<file path="config.mk">
export PLATFORM = sky130hd
export DESIGN_NAME = exc_ctrl_seq
export DESIGN_NICKNAME = d
export VERILOG_FILES = /design/src/rtl/exc_pkg.sv /design/src/rtl/irq_sync.sv /design/src/rtl/exc_ctrl_seq.sv
export SDC_FILE = /design/constraint.sdc
export NUM_CORES = 1
export LEC_CHECK = 0
export ABC_AREA = 1
export CORE_ASPECT_RATIO = 1.5
export CORE_MARGIN = 1.5
export CORE_UTILIZATION = 44
export DETAILED_ROUTE_END_ITERATION = 8
export GPL_TIMING_DRIVEN = 0
export PLACE_DENSITY = 0.92
export SLEW_MARGIN = 15
export SYNTH_ARGS = -nofsm -noshare
export SYNTH_HDL_FRONTEND = slang
export SYNTH_SLANG_ARGS = --single-unit
export TNS_END_PERCENT = 20
</file>
<file path="constraint.sdc">
create_clock -name clk -period 1.77 [get_ports clk]
set_clock_uncertainty 0.1 [all_clocks]
set_input_delay 0.177 -clock clk [delete_from_list [all_inputs] [get_ports clk]]
set_output_delay 0.177 -clock clk [all_outputs]
set_load 0.02 [all_outputs]
</file>
<file path="src/rtl/exc_pkg.sv">
// Shared definitions for the commit-stage exception controller: ExcCodes,
// vector offsets, controller states and the fixed-priority exception resolver.
package exc_pkg;

  localparam logic [4:0] EXC_INT  = 5'h00;
  localparam logic [4:0] EXC_ADEL = 5'h04;
  localparam logic [4:0] EXC_ADES = 5'h05;
  localparam logic [4:0] EXC_SYS  = 5'h08;
  localparam logic [4:0] EXC_BP   = 5'h09;
  localparam logic [4:0] EXC_RI   = 5'h0A;
  localparam logic [4:0] EXC_OV   = 5'h0C;

  localparam logic [11:0] VEC_OFF_GEN = 12'h180;
  localparam logic [11:0] VEC_OFF_INT = 12'h200;

  typedef enum logic {
    ST_IDLE,
    ST_REDIRECT
  } exc_state_t;

  // Outcome of resolving one committing instruction's exception flags
  typedef struct packed {
    logic       take;          // an exception (not ERET) is raised
    logic [4:0] code;          // ExcCode to record
    logic       badv_we;       // BadVAddr must be written
    logic       badv_from_pc;  // BadVAddr source: 1 = pc, 0 = mem_vaddr
    logic       use_int_vec;   // redirect to the interrupt vector
  } exc_dec_t;

  // Fixed priority: Int > AdEL(fetch) > RI > Ov > Sys > Bp > data AdEL/AdES
  function automatic exc_dec_t exc_resolve(
    input logic int_take,
    input logic iaddr_err,
    input logic invalid_inst,
    input logic overflow,
    input logic syscall,
    input logic break_inst,
    input logic daddr_err,
    input logic daddr_we
  );
    exc_dec_t d;
    d      = '0;
    d.take = 1'b1;
    if (int_take) begin
      d.code        = EXC_INT;
      d.use_int_vec = 1'b1;
    end else if (iaddr_err) begin
      d.code         = EXC_ADEL;
      d.badv_we      = 1'b1;
      d.badv_from_pc = 1'b1;
    end else if (invalid_inst) begin
      d.code = EXC_RI;
    end else if (overflow) begin
      d.code = EXC_OV;
    end else if (syscall) begin
      d.code = EXC_SYS;
    end else if (break_inst) begin
      d.code = EXC_BP;
    end else if (daddr_err) begin
      d.code    = daddr_we ? EXC_ADES : EXC_ADEL;
      d.badv_we = 1'b1;
    end else begin
      d.take = 1'b0;
    end
    return d;
  endfunction

endpackage

</file>
<file path="src/rtl/irq_sync.sv">
// Multi-flop synchroniser for asynchronous interrupt lines.
module irq_sync #(
  parameter int unsigned N      = 6,
  parameter int unsigned STAGES = 2
) (
  input  logic         clk,
  input  logic         resetn,
  input  logic [N-1:0] i_async,
  output logic [N-1:0] o_sync
);

  logic [STAGES-1:0][N-1:0] r_sync;

  // Shift each line through STAGES flops; stage 0 samples the raw input
  always_ff @(posedge clk or negedge resetn) begin
    if (!resetn) begin
      r_sync <= '0;
    end else begin
      r_sync <= {r_sync[STAGES-2:0], i_async};
    end
  end

  assign o_sync = r_sync[STAGES-1];

endmodule

</file>
<file path="src/rtl/exc_ctrl_seq.sv">
// Commit-stage exception/interrupt controller: resolves exceptions by fixed
// priority, pulses CP0 strobes and flush, and holds a fetch redirect until accepted.
module exc_ctrl_seq
  import exc_pkg::*;
#(
  parameter int unsigned       ADDR_W      = 32,
  parameter int unsigned       N_HW_INT    = 6,
  parameter int unsigned       SYNC_STAGES = 2,
  parameter logic [ADDR_W-1:0] BOOT_BASE   = 32'hBFC00200
) (
  input  logic                 clk,
  input  logic                 resetn,
  input  logic                 commit_valid,
  input  logic [ADDR_W-1:0]    pc,
  input  logic                 in_delayslot,
  input  logic                 invalid_inst,
  input  logic                 syscall,
  input  logic                 break_inst,
  input  logic                 eret,
  input  logic                 overflow,
  input  logic                 iaddr_err,
  input  logic                 daddr_err,
  input  logic                 daddr_we,
  input  logic [ADDR_W-1:0]    mem_vaddr,
  input  logic [N_HW_INT-1:0]  hw_int,
  input  logic [1:0]           sw_int,
  input  logic [N_HW_INT+1:0]  int_mask,
  input  logic                 allow_int,
  input  logic [ADDR_W-13:0]   ebase,
  input  logic [ADDR_W-1:0]    epc_in,
  input  logic                 special_int_vec,
  input  logic                 boot_exp_vec,
  input  logic                 redirect_ready,
  output logic                 flush,
  output logic                 cp0_wr_exp,
  output logic                 cp0_clean_exl,
  output logic                 cp0_badv_we,
  output logic [4:0]           exp_code,
  output logic [ADDR_W-1:0]    exp_epc,
  output logic                 exp_bd,
  output logic [ADDR_W-1:0]    exp_bad_vaddr,
  output logic [N_HW_INT+1:0]  irq_pending,
  output logic                 redirect_valid,
  output logic [ADDR_W-1:0]    redirect_pc,
  output logic                 busy
);

  exc_state_t          r_state, w_state_nxt;
  logic                r_flush, w_flush_nxt;
  logic                r_wr_exp, w_wr_exp_nxt;
  logic                r_clean_exl, w_clean_exl_nxt;
  logic                r_badv_we, w_badv_we_nxt;
  logic [4:0]          r_exp_code, w_exp_code_nxt;
  logic [ADDR_W-1:0]   r_exp_epc, w_exp_epc_nxt;
  logic                r_exp_bd, w_exp_bd_nxt;
  logic [ADDR_W-1:0]   r_exp_bad_vaddr, w_exp_bad_vaddr_nxt;
  logic                r_redirect_valid, w_redirect_valid_nxt;
  logic [ADDR_W-1:0]   r_redirect_pc, w_redirect_pc_nxt;
  logic [N_HW_INT+1:0] r_irq_pending;

  logic [N_HW_INT-1:0] w_hw_sync;
  logic [ADDR_W-1:0]   w_base;
  logic [ADDR_W-1:0]   w_vec_gen;
  logic [ADDR_W-1:0]   w_vec_int;
  logic [ADDR_W-1:0]   w_epc_rec;
  logic                w_int_take;
  exc_dec_t            w_dec;

  irq_sync #(
    .N      (N_HW_INT),
    .STAGES (SYNC_STAGES)
  ) u_irq_sync (
    .clk     (clk),
    .resetn  (resetn),
    .i_async (hw_int),
    .o_sync  (w_hw_sync)
  );

  // Register the masked pending vector; this is also what the decision uses
  always_ff @(posedge clk or negedge resetn) begin
    if (!resetn) begin
      r_irq_pending <= '0;
    end else begin
      r_irq_pending <= {w_hw_sync, sw_int} & int_mask;
    end
  end

  // Vector targets, recorded EPC and prioritised exception for this commit
  always_comb begin
    w_base     = boot_exp_vec ? BOOT_BASE : {ebase, 12'h000};
    w_vec_gen  = w_base + ADDR_W'(VEC_OFF_GEN);
    w_vec_int  = special_int_vec ? (w_base + ADDR_W'(VEC_OFF_INT)) : w_vec_gen;
    w_epc_rec  = in_delayslot ? (pc - ADDR_W'(4)) : pc;
    w_int_take = allow_int & (|r_irq_pending) & ~invalid_inst;
    w_dec      = exc_resolve(w_int_take, iaddr_err, invalid_inst, overflow,
                             syscall, break_inst, daddr_err, daddr_we);
  end

  // State register and registered outputs
  always_ff @(posedge clk or negedge resetn) begin
    if (!resetn) begin
      r_state          <= ST_IDLE;
      r_flush          <= 1'b0;
      r_wr_exp         <= 1'b0;
      r_clean_exl      <= 1'b0;
      r_badv_we        <= 1'b0;
      r_exp_code       <= '0;
      r_exp_epc        <= '0;
      r_exp_bd         <= 1'b0;
      r_exp_bad_vaddr  <= '0;
      r_redirect_valid <= 1'b0;
      r_redirect_pc    <= '0;
    end else begin
      r_state          <= w_state_nxt;
      r_flush          <= w_flush_nxt;
      r_wr_exp         <= w_wr_exp_nxt;
      r_clean_exl      <= w_clean_exl_nxt;
      r_badv_we        <= w_badv_we_nxt;
      r_exp_code       <= w_exp_code_nxt;
      r_exp_epc        <= w_exp_epc_nxt;
      r_exp_bd         <= w_exp_bd_nxt;
      r_exp_bad_vaddr  <= w_exp_bad_vaddr_nxt;
      r_redirect_valid <= w_redirect_valid_nxt;
      r_redirect_pc    <= w_redirect_pc_nxt;
    end
  end

  // Next state and next output values; strobes default low, data holds
  always_comb begin
    w_state_nxt          = r_state;
    w_flush_nxt          = 1'b0;
    w_wr_exp_nxt         = 1'b0;
    w_clean_exl_nxt      = 1'b0;
    w_badv_we_nxt        = 1'b0;
    w_exp_code_nxt       = r_exp_code;
    w_exp_epc_nxt        = r_exp_epc;
    w_exp_bd_nxt         = r_exp_bd;
    w_exp_bad_vaddr_nxt  = r_exp_bad_vaddr;
    w_redirect_valid_nxt = r_redirect_valid;
    w_redirect_pc_nxt    = r_redirect_pc;
    case (r_state)
      ST_IDLE: begin
        if (commit_valid) begin
          if (w_dec.take) begin
            w_state_nxt          = ST_REDIRECT;
            w_flush_nxt          = 1'b1;
            w_wr_exp_nxt         = 1'b1;
            w_badv_we_nxt        = w_dec.badv_we;
            w_exp_code_nxt       = w_dec.code;
            w_exp_epc_nxt        = w_epc_rec;
            w_exp_bd_nxt         = in_delayslot;
            if (w_dec.badv_we) begin
              w_exp_bad_vaddr_nxt = w_dec.badv_from_pc ? pc : mem_vaddr;
            end
            w_redirect_valid_nxt = 1'b1;
            w_redirect_pc_nxt    = w_dec.use_int_vec ? w_vec_int : w_vec_gen;
          end else if (eret) begin
            w_state_nxt          = ST_REDIRECT;
            w_flush_nxt          = 1'b1;
            w_clean_exl_nxt      = 1'b1;
            w_exp_code_nxt       = '0;
            w_redirect_valid_nxt = 1'b1;
            w_redirect_pc_nxt    = epc_in;
          end
        end
      end
      ST_REDIRECT: begin
        if (redirect_ready) begin
          w_state_nxt          = ST_IDLE;
          w_redirect_valid_nxt = 1'b0;
        end
      end
      default: begin
        w_state_nxt          = ST_IDLE;
        w_redirect_valid_nxt = 1'b0;
      end
    endcase
  end

  assign flush          = r_flush;
  assign cp0_wr_exp     = r_wr_exp;
  assign cp0_clean_exl  = r_clean_exl;
  assign cp0_badv_we    = r_badv_we;
  assign exp_code       = r_exp_code;
  assign exp_epc        = r_exp_epc;
  assign exp_bd         = r_exp_bd;
  assign exp_bad_vaddr  = r_exp_bad_vaddr;
  assign irq_pending    = r_irq_pending;
  assign redirect_valid = r_redirect_valid;
  assign redirect_pc    = r_redirect_pc;
  assign busy           = (r_state == ST_REDIRECT);

endmodule

</file>
Word level (Yosys, flattened, before mapping):

Cells that the tools add are included.
Widths: inputs -> output; s select.

* reduce and logical (&&, ||, !) cells: 6
* equality and inequality tests: 3
* add/subtract/negate cells: 3
* bitwise logic cells: 5
* multiplexer cells: 51

Operators with widths (count)
* $mux 32: 7
* $add 32x10->32 const B: 1
* $add 32x9->32 const B: 1
* $mux 1: 32
* $sub 32x3->32 const B: 1
* $mux 4: 6
* $mux 5: 3
* $reduce_and 3->1: 3
* $and 8x8->8: 1
* $reduce_or 8->1: 1
* $ne 2x2->1 const B: 2
* $pmux 1 s2: 2
* $reduce_and 4->1: 1
* $ne 3x3->1 const B: 1
* $and 1x1->1: 2
* $mux 2: 1
* $not 1->1: 2
* $reduce_bool 2->1: 1

* input port bits: 148
* flip-flop bits (word level): 128
* output and inout bits: 116

Longest topological paths before layout:

Gate-level depths: netlist of run 1.

* depth after elaboration: 11
* mapped depth: 11
* depth with buffers taken out: 11

Modules after synthesis:

A second synthesis of run 1 with hierarchy kept.

* cells, all modules: 874
* area total of the unflattened synthesis: 6368.6 um^2

Modules (own cells, without submodules)
* exc_ctrl_seq: seq. area each 2877.8 um^2, area each 6023.3 um^2, times used 1, cells each 856
* irq_sync: seq. area each 300.3 um^2, area each 345.3 um^2, times used 1, cells each 18

Worst setup path after synthesis of run 1:

No wires, ideal clock.

* kind: register to register
* start point: register r_irq_pending[3] (netlist: irq_pending[3])
* end point: register r_redirect_pc[13] (netlist: redirect_pc[13])
* setup slack: 146 ps
* library setup time: 117 ps
* data arrival time: 1408 ps
* required time: 1553 ps
* period minus slack after synthesis: 1624 ps
* stages on the path, launching flop included: 10
* path through: dfrtp_1 > nor2_1 > nand4_1 > nand2_4 > nand2_4 > nand2_4 > nand2_4 > buf_2 > nand2_1 > nand2_1

* cells in the longest elaborated chain, start to end: 6

RTL lines
* start, declared: RTL line exc_ctrl_seq.sv:59 `logic [N_HW_INT+1:0] r_irq_pending;`
* start signal, assigned: RTL line exc_ctrl_seq.sv:84 `r_irq_pending <= {w_hw_sync, sw_int} & int_mask;`
* $reduce_or 8->1 *: RTL line exc_ctrl_seq.sv:94 `w_int_take = allow_int & (|r_irq_pending) & ~invalid_inst;`
* $and 1x1->1 * (2 in a row): RTL line exc_ctrl_seq.sv:94
* $mux 1: RTL line exc_pkg.sv:44 `if (int_take) begin`
* $reduce_bool 2->1 (no source line) or $mux 32 (tied branches)
* $reduce_and 3->1 (no source line) or $mux 32 (tied branches)
* end signal, assigned: RTL line exc_ctrl_seq.sv:124 `r_redirect_pc <= w_redirect_pc_nxt;`
* end, declared: RTL line exc_ctrl_seq.sv:58 `logic [ADDR_W-1:0] r_redirect_pc, w_redirect_pc_nxt;`

Every way passes the cells marked *; elsewhere a longest branch is shown, timed or not.
A chain may end at the register's enable or synchronous reset.

Worst setup path after layout of run 1:

* start point: register r_irq_pending[3] (netlist: irq_pending[3])
* end point: register r_redirect_pc[0] (netlist: redirect_pc[0])

The elaborated chain is that of the path after synthesis.

==> results.json, run 1 <==
{
  "drtAntennaViolNets": 0,
  "ys_ff_latch": 127,
  "dp_hpwl_mm": 18.02,
  "htreeDepth": 4,
  "final_cell_area_um2": 10380,
  "crit_slowest_cell": "dfrtp_1",
  "first_pass_iters": 5,
  "synth_cells": 894,
  "cts.reportedPaths.clkPinSlew_ns": 0.06,
  "p_seq_frac": 0.335,
  "placed_area_um2": 9468,
  "powerDensity_nw_per_um2": 1161,
  "fin_crit_sh": 1.006,
  "vdd_ir_drop_max_mv": 0.6604,
  "fin_hold_ws_ns": 0.07017,
  "die_w_um": 102.9,
  "finalCoreUtilization": 0.7114,
  "violations": "setup timing",
  "vias": 7146,
  "synth_warnings": 0,
  "nNetsFinal": 1336,
  "use_met2": 0.5405,
  "synth.most_common_cell": "nand2_1",
  "wl_per_cell_um": 17.28,
  "p_clk_frac": 0.307,
  "place_congestion": 0.9494,
  "maxSlewViolCount": 0,
  "hold_class": "in2reg",
  "syn_avg_cell_area_um2": 7.362,
  "synth_top_area_frac": 0.4829,
  "max_freq_mhz": 561.4,
  "grt_antenna_before_repair": 0,
  "viasPerCell": 5.123,
  "portBuffers": 261,
  "drv_cap": 0,
  "internal_power_mw": 7.970,
  "syn_nets": 1044,
  "ios": 264,
  "grt_pass1_wl_mm": 36.56,
  "relSlewSlack": 0.6438,
  "met3_usage": 0.07294,
  "critPathMaxFanout": 5,
  "grt_max_degree": 84,
  "p_switching_mw": 4.087,
  "clockRootBuffer": "clkbuf_16",
  "antennaDiodeCount": 0,
  "setup_tns_ns": -0.01597,
  "drtIter0Drc": 408,
  "synthTopCellsByArea": "dfrtp_1 (48%), nand2_1 (19%), nand3_1 (11%)",
  "wl_mm": 24.11,
  "cts_tree": "done",
  "first_global_vias": 7219,
  "synth_ff_type": "dfrtp_1",
  "hold_violations": 0,
  "cts_made_buffers": 17,
  "startpoint_type": "register",
  "sw_frac_of_total": 0.3390,
  "setup-violations-final": 2,
  "cts_num_sinks": 127,
  "met1_usage": 0.3274,
  "die-area_um2": 15720,
  "synth-edff-count": 0,
  "fp.coreArea_um2": 14590,
  "crit_chain": "nor2_2, nand4_1, nand2_4, buf_8, nand4_1, inv_2, nand2_1, nand2_1",
  "row_count": 54,
  "status": "finished with violations",
  "synth_cell_types": 29,
  "fp.dieH_um": 152.8,
  "fin_crit_ns": 1.781,
  "initial_core_util": 0.4510,
  "grt.busiest_layer": "met2",
  "synthesis.area_um2": 6581,
  "syn_to_final_growth_pct": 57.76,
  "insertion_delay_ns": 0.41,
  "ys_async_sr_fraction": 1.000,
  "critPathMaxStageDelay_ns": 0.39,
  "route.detailed.drc": 0,
  "cp.arrival_ns": 2.03,
  "required_ns": 2.02,
  "overflow": 0,
  "ctsLongestPathBuffers": 2,
  "rsz0062_at_grt": "true",
  "drive_gt1_frac": 0.09925,
  "grt_util_all_layers": 0.3061,
  "tightest_slew_ns": 0.5344,
  "yosysTopAreaCell": "dfrtp_1",
  "combPwrFrac": 0.359,
  "p_leak_nw": 5.170,
  "ys_seq_area_frac": 0.4829,
  "ys_top_cells_by_count": "nand2_1 (333), nand3_1 (147), dfrtp_1 (127), inv_1 (90), nor2_1 (67)",
  "critical_path_class": "reg2reg",
  "fin_ws_ns": -0.01133,
  "end_kind": "register"
}
layer usage:
metal / vias to the layer above / part of all wire
met3: 88 / 0.074
li1: 3378 / -
met2: 367 / 0.52
met5: - / 0
met1: 3313 / 0.35
met4: 0 / 0.057
cells by family after synthesis:
| group | Yosys count | share of synthesized area |
|---|---|---|
| buffers and inverters | 136 | 0.08954 |
| adders and majority gates | 2 | 0.003802 |
| and+or+nand+nor | 581 | 0.3783 |
| other | 1 | 0.0005698 |
| DFF | 127 | 0.4829 |
| xor gates and xnor gates | 13 | 0.01730 |
| AOI/OAI and AO/OA | 34 | 0.02757 |
power by group through the flow:
stage | Sequential (mW) | Clock (mW) | Combinational, mW
floorplan | 4.90 | 0 | 1.03
global placement | 4.03 | 0 | 4.12
detailed placement | 4.05 | 0 | 4.19
CTS | 4.03 | 3.73 | 4.25
global route | 4.11 | 3.87 | 4.61
finish | 4.03 | 3.70 | 4.32
worst max-delay path: cells and delay by family, from the launching register on:
family / cells / cell delay [ns]
flops: 1 / 0.39
buf+inv: 2 / 0.31
simple gates: 6 / 0.93
flip-flops by register name, summed over array words and instances (netlist names), 4 cells and up:
signal             cells
exp_bad_vaddr         32
exp_code               4
exp_epc               32
irq_pending            8
redirect_pc           32
u_irq_sync.o_sync      6
u_irq_sync.r_sync      6
stage by stage:
stage,power (mW),instances,setup WS (ns)
after global placement,8.149,1351,-4.520
after detailed placement,8.246,1352,-0.4501
after global routing,12.59,1395,-0.06464
after floorplan,5.933,894,0.1455
after CTS,12.01,1389,-0.01154
final,12.06,1395,-0.01133
cells in the final DEF (no fill, tap or decap), types with 5 or more instances in the layout:
cell type,count
nand2_1,331
clkdlybuf4s50_1,259
nand3_1,145
dfrtp_1,127
inv_1,90
nor2_1,60
o21ai_0,28
clkbuf_16,17
buf_6,15
xor2_1,13
buf_4,11
nand4_1,9
buf_2,9
or2_2,9
nor2_2,6
clkbuf_1,6
clkbuf_4,6
clkinvlp_4,5
worst paths after layout:
| path | from | to | slack [ns] | cells past startpoint |
|---|---|---|---|---|
| max in group asynchronous | resetn | irq_pending[0] | 0.65 | 3 |
| hold reg to reg | u_irq_sync.r_sync[3] | u_irq_sync.o_sync[3] | 0.25 | 0 |
| hold / removal | iaddr_err | exp_bad_vaddr[4] | 0.07 | 5 |
| setup / recovery | irq_pending[3] | redirect_pc[0] | -0.01 | 8 |
| min in group asynchronous | resetn | redirect_pc[29] | 0.16 | 2 |
| setup reg to reg | irq_pending[3] | redirect_pc[0] | -0.01 | 8 |
area by class of cell:
cell class	instances	area, um2
Multi-Input combinational cell	631	2900
Fill cell	1103	4212
Timing Repair Buffer	272	2734
Buffer	41	329.1
Timing Repair inverter	1	7.507
Clock buffer	21	470.5
Tap cell	196	245.2
Clock inverter	11	155.1
Inverter	95	362.8
Sequential cell	127	3178
repair_timing:
| item | in CTS | in global routing |
|---|---|---|
| cloned | 0 | 1 |
| pin swaps | 2 | 5 |
| hold endpoints to repair | 44 | 0 |
| setup endpoints to repair | 106 | 106 |
| buffers inserted | 4 | 5 |
| hold buffers | 1 | 0 |
| gates resized for setup | 13 | 54 |
No activity file was read; power rests on OpenSTA's default activity.
==> run 2, diff against run 1 <==
--- a/config.mk
+++ b/config.mk
@@ -9,6 +9,7 @@
 export CORE_ASPECT_RATIO = 1.5
 export CORE_MARGIN = 1.5
 export CORE_UTILIZATION = 44
+export CTS_CLUSTER_SIZE = 10
 export DETAILED_ROUTE_END_ITERATION = 8
 export GPL_TIMING_DRIVEN = 0
 export PLACE_DENSITY = 0.92
==> results of run 2 <==
Final layout, timing and power as in run 1 (identical DEF).
==> run 3, diff against run 2 <==
--- a/config.mk
+++ b/config.mk
@@ -13,6 +13,7 @@
 export DETAILED_ROUTE_END_ITERATION = 8
 export GPL_TIMING_DRIVEN = 0
 export PLACE_DENSITY = 0.92
+export SETUP_SLACK_MARGIN = 0.4
 export SLEW_MARGIN = 15
 export SYNTH_ARGS = -nofsm -noshare
 export SYNTH_HDL_FRONTEND = slang
==> run 3 against run 2 <==
The flow still finishes with violations (setup timing). Fmax fell by 5.0%. Sequential cell count did not move. Clock power down 8.6%. Register-to-register slack worse by 0.09 ns. Non-clock buffer count is 14 higher. Wire length increased by 5.1%. Critical path type unchanged. Highest routed layer unchanged.
==> results.json, run 3 (synthesized netlist as in run 1, its figures left out) <==
{
  "wl_mm": 25.33,
  "violations": "setup timing",
  "cts_num_sinks": 127,
  "vdd_ir_drop_max_mv": 0.6557,
  "place_congestion": 0.9469,
  "antennaDiodeCount": 0,
  "powerDensity_nw_per_um2": 1079,
  "die-area_um2": 15720,
  "min_from": "iaddr_err",
  "wl_per_cell_um": 17.98,
  "viasPerCell": 5.189,
  "hold_class": "in2reg",
  "cp.arrival_ns": 2.13,
  "whs_path_depth": 5,
  "r2r_cells": 9,
  "ff2ff_setup_slack_ns": -0.11,
  "ctsLongestPathBuffers": 2,
  "cts.reportedPaths.clkPinSlew_ns": 0.06,
  "min_to": "exp_bad_vaddr[4]",
  "hold_violations": 0,
  "crit_chain": "nor2_1, nand4_1, nand2_4, buf_12, buf_8, nand4_1, clkinv_2, nand2_1, nand2_1",
  "overflow": 0,
  "reg2reg_to": "redirect_pc[3]",
  "fp.coreArea_um2": 14590,
  "row_count": 54,
  "critPathMaxStageDelay_ns": 0.40,
  "startpoint": "irq_pending[3]",
  "portBuffers": 261,
  "p_leak_nw": 6.714,
  "initial_core_util": 0.4510,
  "fin_crit_sh": 1.059,
  "htreeDepth": 4,
  "vias": 7312,
  "rsz0062_at_grt": "true",
  "final_common_cell": "nand2_1",
  "grt_pass1_wl_mm": 36.63,
  "setup_tns_ns": -1.666,
  "r2r_start": "irq_pending[3]",
  "maxSlewViolCount": 0,
  "mostFrequentLayoutCells": "nand2_1 (322), nand3_1 (144), clkdlybuf4s50_1 (144)",
  "max_freq_mhz": 533.3,
  "drtIter0Drc": 425,
  "drtAntennaViolNets": 0,
  "ios": 264,
  "cts_tree": "done",
  "dp_hpwl_mm": 17.97,
  "cts_made_buffers": 17,
  "first_pass_iters": 5,
  "critPathMaxFanout": 6,
  "nNetsFinal": 1350,
  "route.detailed.drc": 0,
  "relSlewSlack": 0.5816,
  "fp.dieH_um": 152.8,
  "syn_to_final_growth_pct": 65.25,
  "drv_cap": 0,
  "fin_ws_ns": -0.1053,
  "grt_util_all_layers": 0.3084,
  "die_w_um": 102.9,
  "critical_path_class": "reg2reg",
  "tightest_slew_ns": 0.6276,
  "clockRootBuffer": "clkbuf_16",
  "grt_max_degree": 65,
  "insertion_delay_ns": 0.42,
  "setup-violations-final": 55,
  "dp_slack_ns": -0.4468,
  "grt_antenna_before_repair": 0,
  "end_kind": "register",
  "required_ns": 2.02,
  "drive_gt1_frac": 0.1253,
  "first_global_vias": 7172,
  "crit_slowest_cell": "dfrtp_1",
  "totalPowerFinal_mw": 11.74,
  "status": "finished with violations",
  "startpoint_type": "register",
  "fin_crit_ns": 1.875
}
==> run 3: cell types whose count changed in the layout (fill, tap and decap cells not counted), sizes merged <==
| cell | change |
|---|---|
| inv | -1 |
| clkbuf | -2 |
| dlymetal6s2s | +112 |
| buf | +18 |
| clkinv | +4 |
| clkdlybuf4s50 | -115 |
| bufinv | -2 |
==> run 3: worst max-delay path by stage <==
stage / to / slack [ns] / cells past startpoint
2_1_floorplan: redirect_pc[16] / 0.16 / 9
3_3_place_gp: irq_pending[7] / -5.03 / 1
3_5_place_dp: exp_epc[28] / -0.45 / 12
4_1_cts: redirect_pc[4] / 0.03 / 9
5_1_grt: redirect_pc[3] / -0.13 / 9
6_report: redirect_pc[3] / -0.11 / 9
==> run 3: cell type report <==
| class | count | area (um2) |
|---|---|---|
| Timing Repair Buffer | 286 | 3149 |
| Multi-Input combinational cell | 631 | 2944 |
| Fill cell | 985 | 3719 |
| Clock buffer | 20 | 456.7 |
| Sequential cell | 127 | 3183 |
| Buffer | 41 | 411.6 |
| Clock inverter | 12 | 112.6 |
| Tap cell | 196 | 245.2 |
| Timing Repair inverter | 1 | 3.754 |
| Inverter | 95 | 369.1 |
==> run 3: critical path, delay by kind of cell, from the launching register on <==
kind	cells	cell delay (ns)
buffers and inverters	3	0.42
and+or+nand+nor	6	0.88
DFF	1	0.40
==> run 3: per-layer routing <==
| layer | routed length (um) | global-route usage |
|---|---|---|
| met1 | 8769 | 0.3188 |
| met2 | 13220 | 0.5497 |
| met3 | 1820 | 0.08073 |
| met4 | 1523 | 0.1725 |
| met5 | 0 | 0 |
==> run 3: timing repair <==
| action | CTS | global route |
|---|---|---|
| setup buffers | 14 | 4 |
| pin swaps | 6 | 16 |
| hold endpoints to repair | 63 | 0 |
| cloned | 4 | 2 |
| endpoints found under the setup margin | 222 | 222 |
| resized for setup | 52 | 169 |
| hold buffers | 1 | 0 |
==> run 3: through the flow <==
| stage | instances | area, um2 | utilization | hold WS, ns |
|---|---|---|---|---|
| 2_1_floorplan | 894 | 6601 | - | -0.2186 |
| 3_3_place_gp | 1351 | 9459 | 0.6481 | 0.2336 |
| 3_5_place_dp | 1352 | 9488 | 0.6501 | 0.1208 |
| 4_1_cts | 1403 | 10400 | 0.7123 | 0.04416 |
| 5_1_grt | 1409 | 10880 | 0.7452 | 0.08338 |
| 6_report | 1409 | 10880 | 0.7452 | 0.07372 |
==> run 3: where the power goes <==
group / internal [mW] / leakage, nW / total, mW / switching (mW)
combinational: 1.96 / 4.87 / 4.35 / 2.39
clock: 2.01 / 0.265 / 3.38 / 1.37
sequential: 3.62 / 1.58 / 4.01 / 0.393
total: 7.59 / 6.71 / 11.7 / 4.15
